--- src/rtl/usb_transmitter.sv ---
// rtl/usb_transmitter.sv - USB packet transmitter: SYNC, NRZI-encoded data LSB-first, EOP.
// Optional bit stuffing (stuffed 0 after six consecutive 1s) is enabled by defining BIT_STUFF_EN.
module usb_transmitter #(
  parameter int CLKS_PER_BIT = 8
) (
  input  logic       clk,
  input  logic       n_rst,
  input  logic       tx_start,
  input  logic [7:0] tx_data,
  input  logic       tx_empty,
  output logic       tx_read,
  output logic       d_plus,
  output logic       d_minus,
  output logic       tx_busy,
  output logic       tx_done
);

  localparam int CW = $clog2(CLKS_PER_BIT);
  localparam logic [CW-1:0] CNT_MAX  = CW'(CLKS_PER_BIT - 1);
  localparam logic [CW-1:0] CNT_DONE = CW'(CLKS_PER_BIT - 2);

  typedef enum logic [2:0] {IDLE, SYNC, DATA, EOP_SE0, EOP_J} state_t;

  state_t        state;
  logic [CW-1:0] bit_cnt;
  logic [2:0]    bit_idx;
  logic [7:0]    shreg;
  logic          level;
  logic          eop_cnt;
  logic          bit_end;
  logic          stuff_due;
  logic          send_bit;
  logic          send_lvl;

`ifdef BIT_STUFF_EN
  logic [2:0]    ones_cnt;
  // The stuffed bit itself clears ones_cnt, so it can never request a second stuff.
  assign stuff_due = (ones_cnt == 3'd6);
`else
  assign stuff_due = 1'b0;
`endif

  assign bit_end = (bit_cnt == CNT_MAX);

  assign tx_read = ((state == SYNC) || (state == DATA)) && bit_end &&
                   (bit_idx == 3'd7) && !stuff_due && !tx_empty;

  // Bit to put on the line at the coming boundary: stuffed 0, next bit of the byte,
  // or bit 0 of the byte being fetched.
  always_comb begin
    send_bit = 1'b0;
    if (!stuff_due)
      send_bit = (bit_idx == 3'd7) ? tx_data[0] : shreg[bit_idx + 3'd1];
    send_lvl = send_bit ? level : ~level;
  end

  always_ff @(posedge clk or negedge n_rst) begin
    if (!n_rst) begin
      state   <= IDLE;
      bit_cnt <= '0;
      bit_idx <= '0;
      shreg   <= '0;
      level   <= 1'b1;
      eop_cnt <= 1'b0;
      d_plus  <= 1'b1;
      d_minus <= 1'b0;
      tx_busy <= 1'b0;
      tx_done <= 1'b0;
`ifdef BIT_STUFF_EN
      ones_cnt <= '0;
`endif
    end else begin
      tx_done <= 1'b0;
      case (state)
        IDLE: begin
          bit_cnt <= '0;
          bit_idx <= '0;
`ifdef BIT_STUFF_EN
          ones_cnt <= '0;
`endif
          if (tx_start) begin
            // First SYNC bit is a 0, so the line toggles from J to K right away.
            state   <= SYNC;
            shreg   <= 8'h80;
            tx_busy <= 1'b1;
            level   <= ~level;
            d_plus  <= ~level;
            d_minus <= level;
          end
        end
        SYNC, DATA: begin
          bit_cnt <= bit_end ? '0 : bit_cnt + CW'(1);
          if (bit_end) begin
            if (stuff_due || (bit_idx != 3'd7) || !tx_empty) begin
              level   <= send_lvl;
              d_plus  <= send_lvl;
              d_minus <= ~send_lvl;
`ifdef BIT_STUFF_EN
              ones_cnt <= send_bit ? ones_cnt + 3'd1 : 3'd0;
`endif
              if (!stuff_due) begin
                bit_idx <= bit_idx + 3'd1;
                if (bit_idx == 3'd7) begin
                  state <= DATA;
                  shreg <= tx_data;
                end
              end
            end else begin
              state   <= EOP_SE0;
              eop_cnt <= 1'b0;
              d_plus  <= 1'b0;
              d_minus <= 1'b0;
`ifdef BIT_STUFF_EN
              ones_cnt <= '0;
`endif
            end
          end
        end
        EOP_SE0: begin
          bit_cnt <= bit_end ? '0 : bit_cnt + CW'(1);
          if (bit_end) begin
            if (eop_cnt) begin
              state   <= EOP_J;
              level   <= 1'b1;
              d_plus  <= 1'b1;
              d_minus <= 1'b0;
            end else begin
              eop_cnt <= 1'b1;
            end
          end
        end
        EOP_J: begin
          bit_cnt <= bit_end ? '0 : bit_cnt + CW'(1);
          if (bit_cnt == CNT_DONE)
            tx_done <= 1'b1;
          if (bit_end) begin
            state   <= IDLE;
            tx_busy <= 1'b0;
          end
        end
        default: state <= IDLE;
      endcase
    end
  end

endmodule

--- config.mk ---
export PLATFORM = sky130hd
export DESIGN_NAME = usb_transmitter
export DESIGN_NICKNAME = d
export VERILOG_FILES = /design/src/rtl/usb_transmitter.sv
export SDC_FILE = /design/constraint.sdc
export NUM_CORES = 1
export LEC_CHECK = 0
export ABC_AREA = 1
export ABC_CLOCK_PERIOD_IN_PS = 2300
export BUFFER_PORTS_ARGS = -buffer_cell sky130_fd_sc_hd__buf_2
export CELL_PAD_IN_SITES_DETAIL_PLACEMENT = 1
export CELL_PAD_IN_SITES_GLOBAL_PLACEMENT = 2
export CORE_ASPECT_RATIO = 2
export CORE_UTILIZATION = 34
export DETAILED_ROUTE_END_ITERATION = 6
export HOLD_SLACK_MARGIN = 0.03
export PLACE_DENSITY = 0.87
export SLEW_MARGIN = 20
export SYNTH_ARGS = -nofsm -noshare
export SYNTH_HDL_FRONTEND = slang
export SYNTH_SLANG_ARGS = --single-unit
--- constraint.sdc ---
create_clock -name clk -period 2.3 [get_ports clk]
set_input_delay 0.23 -clock clk [delete_from_list [all_inputs] [get_ports clk]]
set_output_delay 0.23 -clock clk [all_outputs]
set_load 0.05 [all_outputs]
# Word-level counts from Yosys, hierarchy flattened
# Cells that the tools add are included.
# Widths: inputs -> output; s select.
[op_classes]
n_addsub = 2
magnitude_cmp = 1
div = 0
mux = 46
multipliers = 0
eq_ne = 17
shift = 0
bitwise = 2
n_reduce_logical = 21
[ops]
columns = ["op", "count"]
rows = [
  ["$mux 8", 4],
  ["$mux 3", 10],
  ["$mux 1", 22],
  ["$ne 2x2->1 const B", 8],
  ["$pmux 8 s2", 1],
  ["$eq 3x3->1 const B", 4],
  ["$pmux 3 s2", 2],
  ["$pmux 3 s4", 1],
  ["$reduce_and 6->1", 2],
  ["$reduce_and 5->1", 2],
  ["$pmux 1 s3", 3],
  ["$reduce_bool 2->1", 4],
  ["$add 3x1->3 const B", 2],
  ["$eq 3x2->1 const B", 2],
  ["$ne 3x3->1 const B", 2],
  ["$reduce_and 3->1", 2],
  ["$lt 3x4->1 const B", 1],
  ["$pmux 1 s2", 2],
  ["$reduce_and 4->1", 1],
  ["$reduce_or 4->1", 1],
  ["$bmux 1 s3", 1],
  ["$eq 3x1->1 const B", 1],
  ["$logic_and 1x1->1", 3],
  ["$logic_not 3->1", 1],
  ["5 further kinds", 7],
]
[word_totals]
ff_bits = 23
latchBits = 0
word_cells = 99
n_memories = 0
ram_bits = 0
romBits = 0

# Logic depth before layout (Yosys ltp)
[logic_depth]
depth_word = 9
depth_mapped = 12
depth_no_buf = 11

# Least setup slack after synthesis
# OpenSTA, ideal clock, no wires.
[synth_path]
path_kind = "register to output"
from = "register bit_cnt[0]"
to = "output tx_read"
arrival_time_ps = 2414
setup_slack_ps = -344
t_required_ps = 2070
path_stages_with_launch = 5
n_path_buf = 0
cell_sequence = "dfrtp_1 ha_1 ha_1 inv_1 nor4_1"
[synth_via]
elab_chain_len = 4
[synth_lines]
columns = ["element", "line", "source"]
rows = [
  ["start: declaration", "25", "logic [CW-1:0] bit_cnt;"],
  ["start signal: assignment", "92", "bit_cnt <= bit_end ? '0 : bit_cnt + CW'(1);"],
  ["start signal: assignment", "120", "bit_cnt <= bit_end ? '0 : bit_cnt + CW'(1);"],
  ["start signal: assignment", "133", "bit_cnt <= bit_end ? '0 : bit_cnt + CW'(1);"],
  ["$eq 3x3->1", "43", "assign bit_end = (bit_cnt == CNT_MAX);"],
  ["$logic_and 1x1->1 (2 in series)", "45", "assign tx_read = ((state == SYNC) || (state == DATA)) && bit_end &&"],
  ["$logic_and 1x1->1", "46", "(bit_idx == 3'd7) && !stuff_due && !tx_empty;"],
  ["end: declaration", "11", "output logic tx_read,"],
]
# Every way passes these cells.

# Worst setup path in the final report
[layout_path]
from = "register state[2]"
to = "output tx_read"
[layout_via]
elab_chain_len = 5
elab_cells_between_ends = 6
classes_between = "eq/ne: 2; reduce/logical: 4"
[layout_lines]
columns = ["element", "line", "source"]
rows = [
  ["start: declaration", "24", "state_t state;"],
  ["start signal: assignment", "59", "state <= IDLE;"],
  ["start signal: assignment", "83", "state <= SYNC;"],
  ["start signal: assignment", "104", "state <= DATA;"],
  ["$eq 3x1->1 or $eq 3x2->1 (tied branches)", "45", ""],
  ["$logic_or 1x1->1 *", "45", ""],
  ["$logic_and 1x1->1 * (2 in series)", "45", ""],
  ["$logic_and 1x1->1 *", "46", ""],
]
# Every way passes the cells marked *; elsewhere a longest branch is shown, timed or not.

==> results by group <==
Critical path
  – Cell repeated most along the worst path: sky130_fd_sc_hd__inv_2
  – Cells along the critical path: inv_2 -> nand2_4 -> nor2_4 -> inv_2 -> nor4_2 -> buf_2
  – Max FO, Critical Path: 12
  – Endpoint type of the worst setup path: output port
  – Critical Path Start Type: flip-flop
  – Worst path slowest cell: sky130_fd_sc_hd__dfrtp_1
  – Buffering stage count on the worst path with inverters included: 3
  – Family with the most delay on the worst path: simple AND/OR/NAND/NOR gates
  – R2R setup slack: 0.29 ns
  – Worst endpoint data arrival time: 1.90 ns
  – Delay of the slowest cell on the worst path: 0.42 ns
  – Critical path data required time: 2.07 ns
  – Critical Setup Path Class: flip-flop to output port

Timing
  – Share of the cycle needed by the critical path after routing: 92.62%
  – Setup clock skew after layout: 0.003879 ns
  – Final Hold Violating Endpoints: 0
  – Number of pins with negative max-slew slack in the final report: 0
  – Worst-Margin Slew: between 0.5 and 0.6 ns
  – Final sum of negative setup slack: 0 ns
  – Setup-violating endpoint count in the final report: 0
  – Worst max-slew margin expressed relative to the limit: 63.66%
  – Top achievable clock speed: 469.4 MHz
  – Setup repair after global routing missed its margin: no
  – Minimum period implied by the final worst setup slack: 2.130 ns

Yosys
  – Library cell with the largest summed area after synthesis: sky130_fd_sc_hd__dfrtp_1
  – Syn_area_per_cell: approximately 8.6 µm²
  – Fraction of post-synthesis cell area in the top cell type by area: roughly 40%
  – Synthesized instance count: 154
  – Area contributors post-synth: sky130_fd_sc_hd__dfrtp_1, sky130_fd_sc_hd__nand2_1, sky130_fd_sc_hd__nand3_1
  – Sequential cell area fraction in the yosys report: 43.87%
  – Count of state elements after synthesis: 23
  – Mapped Nets: 172
  – Yosys warning total: 0
  – Netlist cell types: 24
  – Netlist area before placement: 0.001318 mm²

Layout
  – Final standard cell count with taps included and fillers excluded: about 220
  – Number of nets at the end of the flow: 192
  – Share of post-route cells with drive strength above 1: 28.32%
  – Final core utilization: 40.87%
  – N_diodes: 0
  – P&R area growth vs syn: 13.11%
  – Fill cell total of the finished layout: 489

Floorplanning
  – Die area: 0.004143 mm²
  – Site row count: 31
  – Initial Utilization: 36.14%
  – Core region area: about 0.0036 mm²
  – Top-level I/O count: 17
  – Die Height: 90.04 µm
  – Die span in x: 46.02 µm

Pwr
  – Pwr dens: 1332 mW/mm²
  – Clock group share of total power: 12.9%
  – Switch Pwr: 0.9687 mW
  – Switching part of the total: 48.81%
  – Flop pwr share: between 30% and 40%
  – Comb pwr share: 54.5%
  – Cell-internal power: 1.016 mW
  – Static Leakage: approximately 0.75 nW
  – Peak VDD IR: 0.5467 mV

Drt
  – Number of detailed-route iterations in the first pass: 2
  – Final Routed Wirelength: 3271 µm
  – Routed vias: 1114
  – Iteration-0 DRC Markers: 10
  – Routed Antenna Nets: 0
  – DRC violations left: 0
  – Vias per inst: 5.018
  – Routed len/inst: 14.73 µm

Place
  – Post-placement cell count: 217
  – Final weighted congestion of routability-driven global placement: 0.8461
  – IO Port Bufs: 16
  – Final HPWL DP: between 2000 and 3000 µm

GRT
  – Global routing usage summed across all routing layers: between 10% and 20%
  – Initial antenna violation count: 0
  – Largest net degree at the start of global routing: 24
  – Wire length of the first global-routing pass: between 5000 and 6000 µm
  – Remaining global-route overflow: 0
  – Vias in the first global route: between 1k and 1.5k

Clock network
  – Number of setup buffers added after CTS: 0
  – Total clock buffers created by CTS: 3
  – Clock tree buffer depth: 2
  – Number of clock sinks seen by CTS: 23
  – CTS tree: done
  – Clock Tree Root: sky130_fd_sc_hd__clkbuf_8
  – CTS hold repair buffers: 1
  – CTS H-Tree Depth: 1
  – CTS clk-pin slew, worst paths: 0.08 ns
  – Clock Latency Late Sink: 0.27 ns
  – Number of resized instances in the post-cts repair step: 0

Run status
  – Result of the run: completed

Flow run
  – Maxcap violations: 0

Hold path
  – Class of the most critical hold timing path: input pin to flip-flop
[cells in the final DEF, fill, tap and decap left out, types with 2 or more instances in the layout]
cell type	netlist	routed
sky130_fd_sc_hd__o21ai_2	8	8
sky130_fd_sc_hd__nor2_4	2	2
sky130_fd_sc_hd__dfstp_2	2	2
sky130_fd_sc_hd__inv_2	9	9
sky130_fd_sc_hd__a21oi_1	4	4
sky130_fd_sc_hd__nor2_1	6	6
sky130_fd_sc_hd__nand2_4	2	2
sky130_fd_sc_hd__o21ai_1	8	8
sky130_fd_sc_hd__dfrtp_1	21	21
sky130_fd_sc_hd__inv_1	18	18
sky130_fd_sc_hd__nand3_2	2	2
sky130_fd_sc_hd__nor3_1	3	3
sky130_fd_sc_hd__nand2_1	32	32
sky130_fd_sc_hd__buf_2	0	16
sky130_fd_sc_hd__ha_1	6	6
sky130_fd_sc_hd__o21ai_0	6	6
sky130_fd_sc_hd__nand3_1	17	17
sky130_fd_sc_hd__clkbuf_8	0	3
[worst reg2reg max path: cells and delay by family, from the launching register on]
kind / cells / cell delay (ns)
and+or+nand+nor: 4 / 0.51
DFF: 1 / 0.47
buffers and inverters: 2 / 0.12
AOI/OAI and AO/OA: 3 / 0.35
adders and majority gates: 2 / 0.48
[stage by stage]
step           setup slack, ns  hold slack (ns)  power [mW]  area (µm²)
2_1_floorplan           0.2256         -0.06559       1.549        1324
3_3_place_gp            0.3910           0.2391       1.708        1434
3_5_place_dp            0.3188           0.2462       1.756        1434
4_1_cts                 0.1382           0.1780       2.015        1490
5_1_grt                0.04390           0.1844       2.150        1490
6_report                0.1698           0.1740       1.985        1490
[metal layers]
metal,track usage (%),up-vias,routed length (µm)
met4,10.78,0,115
met3,2.209,9,66
met1,16.86,548,1130
met5,0,-,0
met2,33.57,19,1958
li1,-,538,-
[path summary, 6_finish.rpt]
| check | to | cells after the start | from |
|---|---|---|---|
| min | tx_busy$_DFFE_PN0P_ | 3 | tx_start |
| max reg2reg | shreg[7]$_DFFE_PN0P_ | 11 | bit_idx[0]$_DFFE_PN0P_ |
| max | tx_read | 6 | state[2]$_DFFE_PN0P_ |
| max in group asynchronous | d_plus$_DFFE_PN1P_ | 2 | n_rst |
| min in group asynchronous | state[1]$_DFFE_PN0P_ | 2 | n_rst |
| min reg2reg | d_minus$_DFFE_PN0P_ | 2 | d_minus$_DFFE_PN0P_ |
[kinds of logic after synthesis]
logic type               after synthesis  synth area share [%]
AO/OA/AOI/OAI                         29                 14.53
adder cells (fa/ha/maj)                6                 5.698
AND/OR/NAND/NOR                       67                 25.83
flip-flops                            23                 43.87
buffers and inverters                 29                 10.07
[synthesized netlist by cell type]
cell                      instances
sky130_fd_sc_hd__nor2_8           1
sky130_fd_sc_hd__dfrtp_1         21
sky130_fd_sc_hd__nand3_1         17
sky130_fd_sc_hd__nand2_2          1
sky130_fd_sc_hd__nand2_4          2
sky130_fd_sc_hd__a21oi_1          4
sky130_fd_sc_hd__nor3_1           3
sky130_fd_sc_hd__nor2_4           2
sky130_fd_sc_hd__o21ai_0          6
sky130_fd_sc_hd__o21ai_2          8
sky130_fd_sc_hd__nand3_2          2
sky130_fd_sc_hd__o21ai_4          1
sky130_fd_sc_hd__o22ai_1          1
sky130_fd_sc_hd__inv_2            9
sky130_fd_sc_hd__buf_6            1
sky130_fd_sc_hd__nand2_1         32
sky130_fd_sc_hd__nor4_1           1
sky130_fd_sc_hd__a22o_1           1
sky130_fd_sc_hd__ha_1             6
sky130_fd_sc_hd__dfstp_2          2
sky130_fd_sc_hd__buf_12           1
sky130_fd_sc_hd__nor2_1           6
sky130_fd_sc_hd__o21ai_1          8
sky130_fd_sc_hd__inv_1           18
[power by group through the flow]
stage,Clock (mW),Sequential (mW),Combinational [mW]
floorplan,0,0.698,0.852
global placement,0,0.647,1.06
detailed placement,0,0.656,1.10
CTS,0.264,0.649,1.10
global route,0.278,0.668,1.20
finish,0.257,0.646,1.08
[final cells by class]
type,instances,area (µm²),area share (%)
inverter,27,101.3,6.801
clock buffer,3,41.29,2.771
sequential,23,578.1,38.79
timing repair buffer,17,90.09,6.045
clock inverter,1,5.005,0.3359
tap,49,61.31,4.114
multi-input combinational,102,613.1,41.14
[state kept, by name, indices dropped and copies added, names as in the netlist]
register and cells:
d_minus 1, bit_cnt 3, d_plus 1, tx_busy 1, bit_idx 3, tx_done 1, eop_cnt 1, level 1
shreg 8, state 3
(Power assumes the default switching activity.)
